$ cat config.mk
export PLATFORM = sky130hd
export DESIGN_NAME = hdmi_word_align
export DESIGN_NICKNAME = d
export VERILOG_FILES = /design/src/rtl/hdmi_pkg.sv /design/src/rtl/hdmi_bitslip.sv /design/src/rtl/hdmi_word_align.sv
export SDC_FILE = /design/constraint.sdc
export NUM_CORES = 1
export LEC_CHECK = 0
export ABC_AREA = 0
export BUFFER_PORTS_ARGS = -buffer_cell sky130_fd_sc_hd__buf_4
export CAP_MARGIN = 0
export CORE_ASPECT_RATIO = 0.7
export CORE_MARGIN = 2
export CORE_UTILIZATION = 35
export DETAILED_ROUTE_END_ITERATION = 10
export PLACE_DENSITY = 0.54
export SLEW_MARGIN = 20
export SYNTH_ARGS = -nofsm -noshare
export SYNTH_HDL_FRONTEND = slang
export SYNTH_SLANG_ARGS = --single-unit
$ cat constraint.sdc
create_clock -name i_hclk -period 3.49 [get_ports i_hclk]
set_input_delay 0.698 -clock i_hclk [delete_from_list [all_inputs] [get_ports i_hclk]]
set_output_delay 0.698 -clock i_hclk [all_outputs]
set_load 0.01 [all_outputs]
$ cat src/rtl/hdmi_pkg.sv
// Shared TMDS definitions for the word aligner, TMDS decoder and sync detector.
package hdmi_pkg;

  localparam logic [9:0] TMDS_CTL0 = 10'h354;
  localparam logic [9:0] TMDS_CTL1 = 10'h0AB;
  localparam logic [9:0] TMDS_CTL2 = 10'h154;
  localparam logic [9:0] TMDS_CTL3 = 10'h2AB;

  typedef logic [1:0] tmds_ctl_code_t;

  typedef enum logic {
    SEARCH,
    LOCKED
  } align_state_t;

endpackage

$ cat src/rtl/hdmi_bitslip.sv
// 20-to-10 barrel select over the current and previous deserializer words,
// registered once; bit 0 of the window is the earliest received bit.
module hdmi_bitslip
  import hdmi_pkg::*;
(
  input  logic       i_hclk,
  input  logic       i_reset,
  input  logic [3:0] i_offset,
  input  logic [9:0] i_word,
  output logic [9:0] o_aligned
);

  logic [9:0]  r_prev;
  logic [19:0] window;
  logic [9:0]  sel;

  // Offsets 10..15 never occur; they fall through to the zero default.
  always_comb begin
    window = {i_word, r_prev};
    sel    = '0;
    for (int unsigned k = 0; k < 10; k++) begin
      if (i_offset == 4'(k)) sel = window[k +: 10];
    end
  end

  always_ff @(posedge i_hclk) begin
    if (i_reset) begin
      r_prev    <= '0;
      o_aligned <= '0;
    end else begin
      r_prev    <= i_word;
      o_aligned <= sel;
    end
  end

endmodule

$ cat src/rtl/hdmi_word_align.sv
// Per-channel TMDS word aligner: hunts the ten bit offsets for runs of
// control tokens, locks on one, and emits aligned words with token status.
module hdmi_word_align
  import hdmi_pkg::*;
#(
  parameter int unsigned LOCK_COUNT     = 8,
  parameter int unsigned SEARCH_TIMEOUT = 4096,
  parameter int unsigned LOSS_TIMEOUT   = 8192
) (
  input  logic       i_hclk,
  input  logic       i_reset,
  input  logic [9:0] i_word,
  output logic [9:0] o_word,
  output logic       o_ctl,
  output logic [1:0] o_ctl_code,
  output logic       o_locked,
  output logic [3:0] o_offset
);

  localparam int unsigned RUN_W  = $clog2(LOCK_COUNT + 1);
  localparam int unsigned TMO_W  = $clog2(SEARCH_TIMEOUT);
  localparam int unsigned LOSS_W = $clog2(LOSS_TIMEOUT);

  localparam logic [RUN_W-1:0]  RUN_LOCK  = RUN_W'(LOCK_COUNT);
  localparam logic [TMO_W-1:0]  TMO_LAST  = TMO_W'(SEARCH_TIMEOUT - 1);
  localparam logic [LOSS_W-1:0] LOSS_LAST = LOSS_W'(LOSS_TIMEOUT - 1);

  align_state_t      state;
  logic [9:0]        r_aligned;
  logic              ctl_hit;
  tmds_ctl_code_t    ctl_code;
  logic [RUN_W-1:0]  run_cnt;
  logic [RUN_W-1:0]  run_next;
  logic              run_hit;
  logic [TMO_W-1:0]  tmo_cnt;
  logic [LOSS_W-1:0] loss_cnt;
  logic [1:0]        holdoff;

  hdmi_bitslip u_bitslip (
    .i_hclk    (i_hclk),
    .i_reset   (i_reset),
    .i_offset  (o_offset),
    .i_word    (i_word),
    .o_aligned (r_aligned)
  );

  always_comb begin
    ctl_hit  = 1'b1;
    ctl_code = '0;
    case (r_aligned)
      TMDS_CTL0: ctl_code = 2'b00;
      TMDS_CTL1: ctl_code = 2'b01;
      TMDS_CTL2: ctl_code = 2'b10;
      TMDS_CTL3: ctl_code = 2'b11;
      default:   ctl_hit  = 1'b0;
    endcase
  end

  // Tokens seen during holdoff were selected with the previous offset.
  always_comb begin
    run_next = '0;
    if (holdoff == 2'd0 && o_ctl) begin
      run_next = (run_cnt == RUN_LOCK) ? run_cnt : run_cnt + 1'b1;
    end
    run_hit = (run_next == RUN_LOCK);
  end

  always_ff @(posedge i_hclk) begin
    if (i_reset) begin
      state      <= SEARCH;
      o_word     <= '0;
      o_ctl      <= 1'b0;
      o_ctl_code <= '0;
      o_locked   <= 1'b0;
      o_offset   <= '0;
      run_cnt    <= '0;
      tmo_cnt    <= '0;
      loss_cnt   <= '0;
      holdoff    <= '0;
    end else begin
      o_word     <= r_aligned;
      o_ctl      <= ctl_hit;
      o_ctl_code <= ctl_hit ? ctl_code : 2'b00;

      case (state)
        SEARCH: begin
          if (holdoff != 2'd0) holdoff <= holdoff - 2'd1;
          // Lock takes priority over a coincident search timeout.
          if (run_hit) begin
            state    <= LOCKED;
            o_locked <= 1'b1;
            run_cnt  <= run_next;
            tmo_cnt  <= '0;
            loss_cnt <= '0;
            holdoff  <= '0;
          end else if (tmo_cnt == TMO_LAST) begin
            o_offset <= (o_offset == 4'd9) ? 4'd0 : o_offset + 4'd1;
            run_cnt  <= '0;
            tmo_cnt  <= '0;
            holdoff  <= 2'd2;
          end else begin
            run_cnt <= run_next;
            tmo_cnt <= tmo_cnt + 1'b1;
          end
        end

        LOCKED: begin
          if (o_ctl) begin
            loss_cnt <= '0;
          end else if (loss_cnt == LOSS_LAST) begin
            state    <= SEARCH;
            o_locked <= 1'b0;
            run_cnt  <= '0;
            tmo_cnt  <= '0;
            loss_cnt <= '0;
            holdoff  <= '0;
          end else begin
            loss_cnt <= loss_cnt + 1'b1;
          end
        end

        default: state <= SEARCH;
      endcase
    end
  end

endmodule

## Word level (Yosys, flattened, before mapping)

Cells that the tools add are included.
W data, S select, Z words.

- Memories kept: 0
- Input port bits: 12
- RAM bits: 0
- Logic and storage cells: 94
- Latch bits: 0
- Bits in read-only memories: 0
- Output and inout port bits: 18
- Flip-flop bits (word level): 70

- Bitwise logic cells: 3
- Divide/modulo/power cells: 0
- Add/sub/neg operators: 5
- Order comparisons: 0
- Eq/ne operators: 21
- Muxes and demuxes: 43
- $mul: 0
- Reductions and logical operators: 10
- Shifts and indexed selects: 0

Operator list:

| operator | count |
|---|---|
| $mux W10 | 10 |
| $mux W12 | 4 |
| $mux W13 | 3 |
| $mux W4 | 7 |
| $pmux W13 S2 | 1 |
| $pmux W12 S2 | 1 |
| $eq A10 B10 Y1 const B | 2 |
| $eq A4 B3 Y1 const B | 4 |
| $eq A4 B4 Y1 const B | 4 |
| $add A13 B1 Y13 const B | 1 |
| $eq A13 B13 Y1 const B | 1 |
| $add A12 B1 Y12 const B | 1 |
| $eq A12 B12 Y1 const B | 1 |
| $eq A10 B8 Y1 const B | 1 |
| $eq A10 B9 Y1 const B | 1 |
| $mux W2 | 5 |
| $reduce_and A3 Y1 | 3 |
| $add A4 B1 Y4 const B | 2 |
| $eq A4 B2 Y1 const B | 2 |
| $pmux W4 S2 | 1 |
| $mux W1 | 7 |
| $pmux W2 S3 | 1 |
| $eq A4 B1 Y1 const B | 1 |
| $logic_not A4 Y1 | 1 |
| other kinds (13) | 17 |

## Logic depth before layout (Yosys ltp)

- Depth in word-level cells: 11
- Gate-level depth with buffers: 9
- Depth with buffers taken out: 7

## Cells and area by module

A second synthesis with hierarchy kept.

- Cells, all modules: 485
- Area, all modules: 3967.6 um2

Modules (own cells, without submodules):

| module | seq. area each (um2) | cells an instance | area each (um2) | instances |
|---|---|---|---|---|
| hdmi_word_align | 1001.0 | 282 | 2383.5 | 1 |
| hdmi_bitslip | 400.4 | 203 | 1584.0 | 1 |

## Worst setup path after synthesis

OpenSTA, ideal clock, no wires.

- Kind: reg2reg
- Start: reg run_cnt[0]
- End: reg loss_cnt[8]
- Path buffers: 1
- Required time: 3.424 ns
- Cell stages (with the launch flop): 8
- Path slack: 1.351 ns
- Period minus slack after synthesis: 2.139 ns
- Arrival: 2.073 ns
- Setup time: 0.066 ns
- Path through: dfxtp_1 -> ha_1 -> nor2b_1 -> a2111oi_4 -> a21oi_2 -> buf_6 -> or4_4 -> a21oi_2

- Word-level cells in the longest chain between the ends: 5
- Elaborated cells on any way between the ends: 6
- Those cells by class: add/sub (1); eq/ne (3); mux (2)

RTL lines:

| item | RTL line | RTL |
|---|---|---|
| start, declared | hdmi_word_align.sv:32 | `logic [RUN_W-1:0] run_cnt;` |
| start signal, assigned | hdmi_word_align.sv:92 | `run_cnt <= run_next;` |
| start signal, assigned | hdmi_word_align.sv:102 | `run_cnt <= run_next;` |
| $add A4 B1 Y4 or $eq A4 B4 Y1 (tied branches) | hdmi_word_align.sv:63 | `run_next = (run_cnt == RUN_LOCK) ? run_cnt : run_cnt + 1'b1;` |
| $mux W4 * | hdmi_word_align.sv:63 |  |
| $mux W4 * | hdmi_word_align.sv:62 | `if (holdoff == 2'd0 && o_ctl) begin` |
| $eq A4 B4 Y1 * | hdmi_word_align.sv:65 | `run_hit = (run_next == RUN_LOCK);` |
| $ne A2 B2 Y1 (no source line) * | n/a |  |
| end signal, assigned | hdmi_word_align.sv:118 | `loss_cnt <= loss_cnt + 1'b1;` |
| end, declared | hdmi_word_align.sv:36 | `logic [LOSS_W-1:0] loss_cnt;` |

Every way passes the cells marked *; elsewhere a longest branch is shown, timed or not.
A chain may end at the register's enable or synchronous reset.

## Final worst setup path

- Start: reg run_cnt[0]
- End: reg loss_cnt[5]

The elaborated chain is that of the path after synthesis.

==> metrics.txt <==
CTS Hold Bufs 0; CTS tree built; Port Buffer Count 29; crit end category register; Crit path required time 3.75 ns; Core Area 10400 sq um; Util after Layout 0.425; Cells after Synth 457; RSZ-0062 raised after global routing false; fin nets 493; CP arrival 2.93 ns; DRC Markers 0; sw frac 0.229; Clock Sink Count 70; share of layout cells above drive strength 1 0.135; Die Width 128 microns; outcome finished clean; 1st-iter DRT viols 249; DRT Pass-1 Iters 4; count of pins over their slew limit 0; worst slew pin tran 0.730 ns; Gate power share 0.081; pin count of the biggest net entering global routing 49; routed vias/inst 5.80; Worst setup SP type register; commonest register cell after synthesis dfxtp_1; Seq. cell area 1400 sq um; f_max 0.375 GHz; Hold Crit Class reg -> reg; post-synthesis sequential area ratio 0.370; syn avg cell area 8.29 sq um; grt ovf 0; CTS resizes 0; via count 3556; maximum root-to-sink buffer count 2; Tmin final 2.67 ns; Rows 31; total track usage 0.181; sequential share of power 0.428; I/O pin cnt 30; clk_skew 0.0101 ns; largest area contributor in the netlist dfxtp_1; clock network power share 0.491; DR WL/cell 16.6 microns; critical path's largest stage delay 0.40 ns; CP max FO 15; diodes inserted 0; Fin Setup TNS 0 ns; synth unique cells 63; worst path bufs/invs 4; VDD IR max 0.000231 V; Critical Path Slowest Stage Cell dfxtp_1; multi-input logic area 2210 sq um; Filler Cell Count 1056; endpoints failing setup 0; Leak 1.55 nW; Final ANT Viol Nets 0; Root Driver clkbuf_16; number of global-route vias before repair 3260; Synth top cells by count dfxtp_1 (70), nand2_1 (38), nor2_1 (35); share of the synthesized area in the top cell type 0.370; Die ar. 11700 sq um; syn_nets 474; number of synthesized flops with an enable pin 0; initial antenna violation count 0; P_int 1.56 mW; ys async rst share 0; PwrDens 456 nW/um^2; Worst-Skew Late Latency 0.33 ns; cells along the critical path inv_1, ha_1, nor4bb_1, a211o_1, a21oi_2, buf_4, buf_4, o21ai_0, buf_4, a21oi_1; CTS Buf Count 9; fin crit share 0.764; most frequent cell after synthesis dfxtp_1; cell mode on critical path buf_4; Syn. warnings 0; drt total wl 10200 microns; Die Y-Extent 91.0 microns; H-tree Lvls 3; max-cap violations 0; first-pass GRT wire length 16800 microns; Reg clk slew, reported paths 0.06 ns; Post CTS Setup Buffer Count 0; Initial Util 0.363; ranking of synthesized cells by area dfxtp_1 (37%), nor2b_1 (4.5%), a21oi_1 (4.2%), mux2i_1 (4.0%), nand2_1 (3.8%); hold_ws 0.463 ns; Psw 0.462 mW; synthesis-to-finish area growth 16.9%; DP HPWL 7160 microns; CP top delay family compound AO/OA/AOI/OAI gates; CP Class reg -> reg; GPL Wtd Cong 0.878; max_slew headroom 0.507; Seq cells post-synth 70; Final Hold Vio Count 0; synthesized cell area 3790 sq um
-- area by class of cell --
cell class,count,share of cell area
multi-input cells,343,0.498
flip-flops and latches,70,0.316
repair buffers,36,0.0610
clock buffers,11,0.0548
well taps,132,0.0373
clock inverters,5,0.0186
inverters,16,0.0136
-- placed cells by master (no fill, tap or decap), drive strengths merged, types with 4 or more instances in the layout --
cell / synthesis / layout
nor4bb: 4 / 4
nor3: 11 / 11
or4: 8 / 8
dfxtp: 70 / 70
nand2b: 7 / 7
nor2b: 27 / 27
o21ai: 27 / 27
nand3: 17 / 17
a22oi: 4 / 4
a31oi: 12 / 12
ha: 5 / 5
nand2: 38 / 38
mux2: 5 / 5
inv: 14 / 14
a222oi: 4 / 4
o31ai: 9 / 9
o22ai: 5 / 5
buf: 6 / 36
a221oi: 4 / 4
mux2i: 15 / 15
clkinv: 2 / 5
a211oi: 7 / 7
nor2: 35 / 35
xnor2: 4 / 4
clkbuf: 22 / 11
a22o: 4 / 4
nand4: 8 / 8
a21oi: 34 / 34
-- power groups by stage --
stage               Combinational [mW]  Sequential (mW)  Clock [mW]
floorplan                        0.112            0.871           0
detailed placement               0.161            0.878           0
finish                           0.164            0.863       0.992
global placement                 0.155            0.878           0
global route                     0.184            0.867        1.06
CTS                              0.163            0.862        1.02
-- state kept, by name, indices dropped and copies added, names as in the netlist --
name                 flops
u_bitslip.r_prev        10
o_ctl                    1
loss_cnt                13
tmo_cnt                 12
o_locked                 1
run_cnt                  4
o_word                  10
state                    1
o_ctl_code               2
u_bitslip.o_aligned     10
o_offset                 4
holdoff                  2
-- through the flow --
step	std cells	power, mW	area [sq um]	setup slack (ns)
6_report	613	2.02	4430	0.823
2_1_floorplan	457	0.983	3790	1.35
3_3_place_gp	597	1.03	4100	0.958
3_5_place_dp	597	1.04	4100	0.837
4_1_cts	613	2.05	4430	0.839
5_1_grt	613	2.11	4430	0.603
-- cell families after synthesis --
kind of cell | count (synthesis) | share of synthesized area
AO/OA/AOI/OAI | 136 | 0.250
multiplexers | 20 | 0.0545
adder cells (fa/ha/maj) | 5 | 0.0165
buffers and inverters | 44 | 0.0476
AND/OR/NAND/NOR | 178 | 0.253
XOR/XNOR | 4 | 0.00925
flip-flops | 70 | 0.370
-- metal layers --
layer,up-vias,GRT usage,part of all wire
met1,1669,0.281,0.52
met3,4,0.0519,0.076
met2,134,0.241,0.39
li1,1749,-,-
met5,-,0,0
met4,0,0.0449,0.0065
-- path summary, 6_finish.rpt --
kind                                                         from                        to  slack, ns  cells past startpoint
worst min-delay path            u_bitslip.o_aligned[9]$_SDFF_PP0_  o_ctl_code[1]$_SDFF_PP0_       0.46                      1
worst max register to register            run_cnt[0]$_SDFFE_PP0P_  loss_cnt[5]$_SDFFE_PP0P_       0.82                     10
worst max-delay path                      run_cnt[0]$_SDFFE_PP0P_  loss_cnt[5]$_SDFFE_PP0P_       0.82                     10
worst min register to register  u_bitslip.o_aligned[9]$_SDFF_PP0_  o_ctl_code[1]$_SDFF_PP0_       0.46                      1
-- worst reg2reg max path: stages (launching register included) --
cell and delay (ns):
dfxtp_1 0.40, inv_1 0.10, ha_1 0.23, nor4bb_1 0.15, a211o_1 0.38, a21oi_2 0.41, buf_4 0.26, buf_4 0.22
o21ai_0 0.11, buf_4 0.20, a21oi_1 0.15
No activity file was read; power rests on OpenSTA's default activity.
